[config.mk]
export PLATFORM = sky130hd
export DESIGN_NAME = log_drain_flat
export DESIGN_NICKNAME = d
export VERILOG_FILES = /design/src/rtl/log_drain_if.sv /design/src/rtl/log_drain.sv /design/src/flat_wrapper.sv
export SDC_FILE = /design/constraint.sdc
export NUM_CORES = 1
export LEC_CHECK = 0
export BUFFER_PORTS_ARGS = -buffer_cell sky130_fd_sc_hd__buf_4
export CAP_MARGIN = 10
export CORE_ASPECT_RATIO = 0.9
export CORE_MARGIN = 2
export CORE_UTILIZATION = 45
export CTS_CLUSTER_SIZE = 14
export DETAILED_ROUTE_END_ITERATION = 7
export PLACE_DENSITY = 0.78
export SLEW_MARGIN = 15
export SYNTH_ARGS = -nofsm -noshare
export SYNTH_HDL_FRONTEND = slang
export SYNTH_SLANG_ARGS = --single-unit
export TNS_END_PERCENT = 100
[constraint.sdc]
create_clock -name clk -period 2 [get_ports clk]
set_input_delay 0.2 -clock clk [delete_from_list [all_inputs] [get_ports clk]]
set_output_delay 0.2 -clock clk [all_outputs]
set_load 0.02 [all_outputs]
[src/rtl/log_drain_if.sv]
// Shared bus between the log drain, the logger's log RAM (port B read side,
// write pointer/strobe observation, clear pulse) and the byte sink.
interface log_drain_if #(
    parameter int REC_W  = 37,
    parameter int ADDR_W = 16
);
    // Logger side: write pointer and write strobe observed by the drain
    logic [ADDR_W-1:0] wr_addr;
    logic              we;
    // RAM port B read side
    logic              re;
    logic [ADDR_W-1:0] rd_addr;
    logic [REC_W-1:0]  rd_data;
    // Clear pulse to the logger
    logic              clr_ram;
    // Byte stream towards the sink
    logic [7:0]        tx_data;
    logic              tx_valid;
    logic              tx_ready;

    // The drain block itself
    modport master (
        input  wr_addr, we, rd_data, tx_ready,
        output re, rd_addr, clr_ram, tx_data, tx_valid
    );

    // Environment: logger, RAM and sink
    modport slave (
        output wr_addr, we, rd_data, tx_ready,
        input  re, rd_addr, clr_ram, tx_data, tx_valid
    );
endinterface

[src/rtl/log_drain.sv]
// Drains the violation-log ring RAM and streams each 37-bit record as a
// 7-byte frame: SYNC, five record bytes (MS first, zero-padded to 40 bits),
// and an XOR checksum over the five record bytes.
module log_drain #(
    parameter int          REC_W  = 37,
    parameter int          ADDR_W = 16,
    parameter logic [7:0]  SYNC   = 8'hA5
) (
    input  logic         clk,
    input  logic         rst_n,
    input  logic         drain_en_i,
    input  logic         clear_req_i,
    log_drain_if.master  bus,
    output logic         busy_o,
    output logic         overflow_o,
    output logic [15:0]  frames_sent_o
);

    localparam int         WORD_W   = 40;
    localparam logic [2:0] LAST_IDX = 3'd6;

    typedef enum logic [2:0] {
        IDLE,
        READ,
        CAPTURE,
        SEND,
        CLEAR
    } state_t;

    state_t              state_q;
    logic [ADDR_W-1:0]   rd_ptr_q;
    logic                clr_pend_q;
    logic                re_q;
    logic [ADDR_W-1:0]   rd_addr_q;
    logic                clr_ram_q;
    logic [7:0]          tx_data_q;
    logic                tx_valid_q;
    logic                busy_q;
    logic                overflow_q;
    logic [15:0]         frames_q;
    logic [WORD_W-1:0]   word_q;
    logic [7:0]          ck_q;
    logic [2:0]          idx_q;

    logic                pending_d;
    logic                ovf_hit_d;
    logic [ADDR_W-1:0]   wr_next_d;
    logic [WORD_W-1:0]   word_d;
    logic [7:0]          ck_d;
    logic                tx_fire_d;

    // Byte at a given frame position: 0 = SYNC, 1..5 = record bytes, 6 = checksum
    function automatic logic [7:0] frame_byte(input logic [2:0] idx,
                                              input logic [WORD_W-1:0] w,
                                              input logic [7:0] ck);
        logic [7:0] b;
        case (idx)
            3'd0:    b = SYNC;
            3'd1:    b = w[39:32];
            3'd2:    b = w[31:24];
            3'd3:    b = w[23:16];
            3'd4:    b = w[15:8];
            3'd5:    b = w[7:0];
            default: b = ck;
        endcase
        return b;
    endfunction

    // Ring status, overflow detection and the word/checksum built from RAM data
    always_comb begin
        // NOTE: every variable gets a value on every path of a combinational block, otherwise a latch is inferred.
        wr_next_d = bus.wr_addr + ADDR_W'(1);
        pending_d = (rd_ptr_q != bus.wr_addr);
        ovf_hit_d = bus.we && (wr_next_d == rd_ptr_q);
        word_d    = {{(WORD_W - REC_W){1'b0}}, bus.rd_data};
        ck_d      = word_d[39:32] ^ word_d[31:24] ^ word_d[23:16] ^ word_d[15:8] ^ word_d[7:0];
        tx_fire_d = tx_valid_q && bus.tx_ready;
    end

    // Drain FSM with all outputs registered; reset abandons any frame in flight
    always_ff @(posedge clk) begin
        if (!rst_n) begin
            state_q    <= IDLE;
            rd_ptr_q   <= '0;
            clr_pend_q <= 1'b0;
            re_q       <= 1'b0;
            rd_addr_q  <= '0;
            clr_ram_q  <= 1'b0;
            tx_data_q  <= '0;
            tx_valid_q <= 1'b0;
            busy_q     <= 1'b0;
            overflow_q <= 1'b0;
            frames_q   <= '0;
            // NOTE: the frame word and checksum are ordinary flops (not a RAM array), so they are reset along with the rest.
            word_q     <= '0;
            ck_q       <= '0;
            idx_q      <= '0;
        end else begin
            // Overflow is sticky; the clear cycle wins, so a write racing the clear pulse is never flagged
            if (state_q == CLEAR) begin
                overflow_q <= 1'b0;
            end else if (ovf_hit_d) begin
                // NOTE: state is updated with non-blocking assignments so every flop samples pre-edge values.
                overflow_q <= 1'b1;
            end

            // Clear requests are held until the FSM returns to IDLE
            if (state_q != CLEAR && clear_req_i) begin
                clr_pend_q <= 1'b1;
            end

            case (state_q)
                IDLE: begin
                    if (clr_pend_q) begin
                        state_q   <= CLEAR;
                        clr_ram_q <= 1'b1;
                        busy_q    <= 1'b1;
                    end else if (drain_en_i && !overflow_q && pending_d) begin
                        state_q   <= READ;
                        re_q      <= 1'b1;
                        rd_addr_q <= rd_ptr_q;
                        busy_q    <= 1'b1;
                    end
                end
                READ: begin
                    re_q    <= 1'b0;
                    state_q <= CAPTURE;
                end
                CAPTURE: begin
                    word_q     <= word_d;
                    ck_q       <= ck_d;
                    rd_ptr_q   <= rd_ptr_q + ADDR_W'(1);
                    tx_data_q  <= SYNC;
                    tx_valid_q <= 1'b1;
                    idx_q      <= '0;
                    state_q    <= SEND;
                end
                SEND: begin
                    if (tx_fire_d) begin
                        if (idx_q == LAST_IDX) begin
                            tx_valid_q <= 1'b0;
                            frames_q   <= frames_q + 16'd1;
                            busy_q     <= 1'b0;
                            state_q    <= IDLE;
                        end else begin
                            idx_q     <= idx_q + 3'd1;
                            tx_data_q <= frame_byte(idx_q + 3'd1, word_q, ck_q);
                        end
                    end
                end
                CLEAR: begin
                    clr_ram_q  <= 1'b0;
                    rd_ptr_q   <= '0;
                    frames_q   <= '0;
                    clr_pend_q <= 1'b0;
                    busy_q     <= 1'b0;
                    state_q    <= IDLE;
                end
                default: begin
                    re_q       <= 1'b0;
                    clr_ram_q  <= 1'b0;
                    tx_valid_q <= 1'b0;
                    busy_q     <= 1'b0;
                    state_q    <= IDLE;
                end
            endcase
        end
    end

    assign bus.re        = re_q;
    assign bus.rd_addr   = rd_addr_q;
    assign bus.clr_ram   = clr_ram_q;
    assign bus.tx_data   = tx_data_q;
    assign bus.tx_valid  = tx_valid_q;
    assign busy_o        = busy_q;
    assign overflow_o    = overflow_q;
    assign frames_sent_o = frames_q;

endmodule

[src/flat_wrapper.sv]
// flat-port wrapper written by rule: the top's interface ports become plain ports
module log_drain_flat 
#(
    parameter int          REC_W  = 37,
    parameter int          ADDR_W = 16,
    parameter logic [7:0]  SYNC   = 8'hA5
)
  (clk, rst_n, drain_en_i, clear_req_i, busy_o, overflow_o, frames_sent_o, bus_wr_addr, bus_we, bus_rd_data, bus_tx_ready, bus_re, bus_rd_addr, bus_clr_ram, bus_tx_data, bus_tx_valid);
  log_drain_if #(.REC_W(REC_W), .ADDR_W(ADDR_W)) bus_i ();
  input  logic clk;
  input  logic rst_n;
  input  logic drain_en_i;
  input  logic clear_req_i;
  output logic busy_o;
  output logic overflow_o;
  output logic [15:0] frames_sent_o;
  input wire logic [$bits(bus_i.wr_addr)-1:0] bus_wr_addr;
  input wire logic [$bits(bus_i.we)-1:0] bus_we;
  input wire logic [$bits(bus_i.rd_data)-1:0] bus_rd_data;
  input wire logic [$bits(bus_i.tx_ready)-1:0] bus_tx_ready;
  output wire logic [$bits(bus_i.re)-1:0] bus_re;
  output wire logic [$bits(bus_i.rd_addr)-1:0] bus_rd_addr;
  output wire logic [$bits(bus_i.clr_ram)-1:0] bus_clr_ram;
  output wire logic [$bits(bus_i.tx_data)-1:0] bus_tx_data;
  output wire logic [$bits(bus_i.tx_valid)-1:0] bus_tx_valid;
  assign bus_i.wr_addr = bus_wr_addr;
  assign bus_i.we = bus_we;
  assign bus_i.rd_data = bus_rd_data;
  assign bus_i.tx_ready = bus_tx_ready;
  assign bus_re = bus_i.re;
  assign bus_rd_addr = bus_i.rd_addr;
  assign bus_clr_ram = bus_i.clr_ram;
  assign bus_tx_data = bus_i.tx_data;
  assign bus_tx_valid = bus_i.tx_valid;
  log_drain #(.REC_W(REC_W), .ADDR_W(ADDR_W), .SYNC(SYNC)) u_core (.clk(clk), .rst_n(rst_n), .drain_en_i(drain_en_i), .clear_req_i(clear_req_i), .bus(bus_i), .busy_o(busy_o), .overflow_o(overflow_o), .frames_sent_o(frames_sent_o));
endmodule
==> results_dict.tcl <==
set metrics [dict create \
    reg2reg_to "u_core.frames_sent_o[9]" \
    cts_setup_buffers 0 \
    powerDensity_nw_per_um2 942 \
    muxShareOfSynthArea_pct 4.45 \
    gr-usage-all-layers_pct 20.4 \
    yosysUniqueCellTypes 56 \
    grt-ovfl-total 0 \
    p_leak_uw 0.00318 \
    synthAdderAreaFrac_pct 1.71 \
    ys_seq_elements 113 \
    netlist_area_um2 5840 \
    rsz0062_at_grt "no" \
    critPathLaunchType "register" \
    gp_congestion 0.934 \
    grt_pass1_wl_um 22700 \
    critPathKind "register to register" \
    r2r_slack_ns 0.07 \
    synth_nets 764 \
    whs_endpoint "u_core.word_q[20]" \
    viasPerCell 5.30 \
    antenna_found_initial 0 \
    initial_core_util_pct 46.0 \
    cts_tree "done" \
    worst-path-max-fanout 6 \
    cp_top_family "simple AND/OR/NAND/NOR gates" \
    drive_gt1_share_pct 23.8 \
    relSlewSlack_pct 65.1 \
    worstHoldStart "bus_rd_data[20]" \
    grt_pass1_vias 4959 \
    numCtsBuffers 17 \
    routed-via-count 5275 \
    tns_ns 0 \
    setup_violations 0 \
    rows 39 \
    synthXorXnorAreaFrac_pct 10.6 \
    dp_hpwl_um 10100 \
    avgSynthCellArea_um2 8.38 \
    final_util_pct 60.0 \
    tightest_slew_ns 0.523 \
    power_uw 7160 \
    synth_top_family_by_area "simple AND/OR/NAND/NOR gates" \
    finalClockSkew_ns 0.00832 \
    cts_sinks 113 \
    hp-class "input port to register" \
    arrival_ns 2.26 \
    grt_max_degree 97 \
    synth-compound-area-share_pct 16.2 \
    seq_area_frac_synth_pct 38.7 \
    synthSimpleGateAreaFrac_pct 24.2 \
    clockBufferDepth 2 \
    async_reset_ff_share_pct 0 \
    synth_edf_count 0 \
    ios 104 \
    min_period_over_period_pct 96.3 \
    critPathRequiredTime_ns 2.33 \
    min_period_ns 1.93 \
    fmax_ghz 0.519 \
    die_h_um 112 \
    port_buffers 103 \
    peakVddDrop_v 0.000728 \
    post_drt_wl_per_cell_um 14.1 \
    fillers 1153 \
    core_area_um2 12700 \
    drcViolationCount 0 \
    ys_warn_count 0 \
    critical_path.slowest_cell "or4_4" \
    syn_to_final_growth_pct 30.2 \
    stdcell_count 995 \
    diodes 0 \
    synthFlopType "dfxtp_1" \
    crit_chain "inv_1, ha_2, and3_4, a21oi_2, or4_4, or3_4, a21oi_2" \
    clk_pin_slew_ns 0.05 \
    clk_latency_ns 0.40 \
    die_x_um 124 \
    status "completed" \
    dr.pass1.iters 5 \
    reg2regPathDepth 7 \
    drt_iter0_markers 342 \
    cap_violations 0 \
    postRouteAntennaNets 0 \
    maxSlewViolCount 0 \
    r2r_start "u_core.idx_q[0]" \
    cts.htree.levels 4 \
    end_kind "register" \
    critical_path_buf_inv_count 1 \
    hold_path_depth 3 \
    fp.dieArea_um2 13900 \
    dpl.cell_count 964 \
    finalHoldViolCount 0 \
    syn_inst 697 \
    wl_um 14000 \
    path_common_cell "a21oi_2" \
    nets 887 \
    root_buffer "clkbuf_16" \
    critical_path.max_stage_delay_ns 0.54 \
]
what timing repair did:
action                     in CTS  in global routing
hold buffers                    1                  0
resized for setup               1                 15
pin swaps                       0                  2
setup endpoints to repair       4                 31
hold endpoints to repair        1                  0
cells by family (layout without fill, tap and decap cells):
kind of cell	Yosys count	in the layout
adder cells (fa/ha/maj)	8	8
AND/OR/NAND/NOR	287	287
buffers and inverters	53	187
multiplexers	26	26
XOR/XNOR	70	70
AO/OA/AOI/OAI	140	140
flip-flops	113	113
worst max path at each step:
| stage | start | to | slack [ns] | depth (start not counted) |
|---|---|---|---|---|
| 2_1_floorplan | u_core.idx_q[0] | u_core.frames_sent_o[15] | 0.01 | 9 |
| 3_3_place_gp | u_core.idx_q[0] | u_core.frames_sent_o[15] | -0.008 | 8 |
| 3_5_place_dp | u_core.idx_q[0] | u_core.frames_sent_o[15] | -0.03 | 8 |
| 4_1_cts | u_core.rd_ptr_q[9] | u_core.bus.rd_addr[11] | 0.01 | 7 |
| 5_1_grt | u_core.idx_q[0] | u_core.frames_sent_o[9] | 0.003 | 7 |
| 6_report | u_core.idx_q[0] | u_core.frames_sent_o[9] | 0.07 | 7 |
synthesized netlist by cell type (5+ instances only):
library cell  instances  area, um^2
dfxtp_1             113        2260
xor2_1               29         254
a221oi_1              7        61.3
clkbuf_1             35         131
nor3_1               16        80.1
nand2_1             121         454
a31oi_1               5        31.3
a22oi_1               8        60.1
a21boi_0             41         308
and3_1                8        50.1
o211a_1               5        50.1
o21ai_0              29         145
and2_1               17         106
xnor2_1              40         350
nor4_1                5        31.3
nand4_1              12        75.1
a21oi_1              24         120
nor2_1               38         143
or3_1                 6        37.5
mux2i_1              26         260
inv_1                 6        22.5
nor2b_1              24         150
ha_1                  8         100
nand2b_1              5        31.3
nand3_1              16        80.1
routing by layer:
layer / up-vias / global-route usage (%) / share of wire, %
met3: 12 / 4.73 / 4.6
met1: 2494 / 26.8 / 46
met4: 0 / 6.74 / 1.3
met2: 122 / 33.0 / 48
li1: 2647 / - / -
met5: - / 0 / 0
flip-flops by register name (all words and copies together) (netlist names):
register / count
u_core.bus.clr_ram: 1
u_core.bus.rd_addr: 16
u_core.bus.re: 1
u_core.bus.tx_data: 8
u_core.bus.tx_valid: 1
u_core.busy_o: 1
u_core.ck_q: 8
u_core.clr_pend_q: 1
u_core.frames_sent_o: 16
u_core.idx_q: 3
u_core.overflow_o: 1
u_core.rd_ptr_q: 16
u_core.state_q: 3
u_core.word_q: 37
final cells by class:
cell class	count	area, um^2	area share [%]
inverter	6	22.5	0.296
timing repair buffer	151	1170	15.4
multi-input combinational	531	3420	44.9
clock inverter	6	32.5	0.428
tap	164	205	2.70
clock buffer	24	492	6.46
sequential	113	2260	29.8
per-stage QoR:
stage               setup slack, ns  area [um^2]  hold WS [ns]
finish                       0.0736         7610        0.0705
global route                0.00256         7610        0.0680
CTS                          0.0110         7540        0.0592
detailed placement          -0.0332         7000         0.411
global placement           -0.00790         7000         0.403
floorplan                    0.0106         5850         0.316
worst min-delay path, delay by kind of cell:
family	cells	cell delay (ns)
buffers and inverters	1	0.11
AOI/OAI and AO/OA	1	0.06
and+or+nand+nor	1	0.04
report_power, final:
group	total [uW]	internal [uW]	leakage [uW]	switching [uW]
Sequential	2740	2540	0.000915	194
Clock	2670	1690	0.000261	980
Combinational	1760	756	0.00201	1000
layout by cell type, fill, tap and decap left out, types with 3 or more instances in the layout:
cell type / n
a21boi_0: 41
nor4_1: 4
a221oi_1: 7
clkinv_2: 5
a31oi_1: 5
nand2b_1: 5
buf_4: 147
nor3_1: 13
nand4_1: 12
and2_1: 17
or3_1: 5
dfxtp_1: 112
xnor2_1: 40
clkbuf_8: 4
nor3b_1: 4
mux2i_1: 26
a222oi_1: 3
o211a_1: 5
and3_1: 7
nand3_1: 16
nor2b_1: 24
nor3_2: 3
inv_1: 6
ha_1: 6
clkbuf_16: 17
buf_12: 3
a22oi_1: 8
a21oi_1: 22
nand2_1: 121
xor2_1: 29
nor2_1: 37
o21a_1: 3
clkbuf_1: 3
o21ai_0: 28
(Power assumes the default switching activity.)
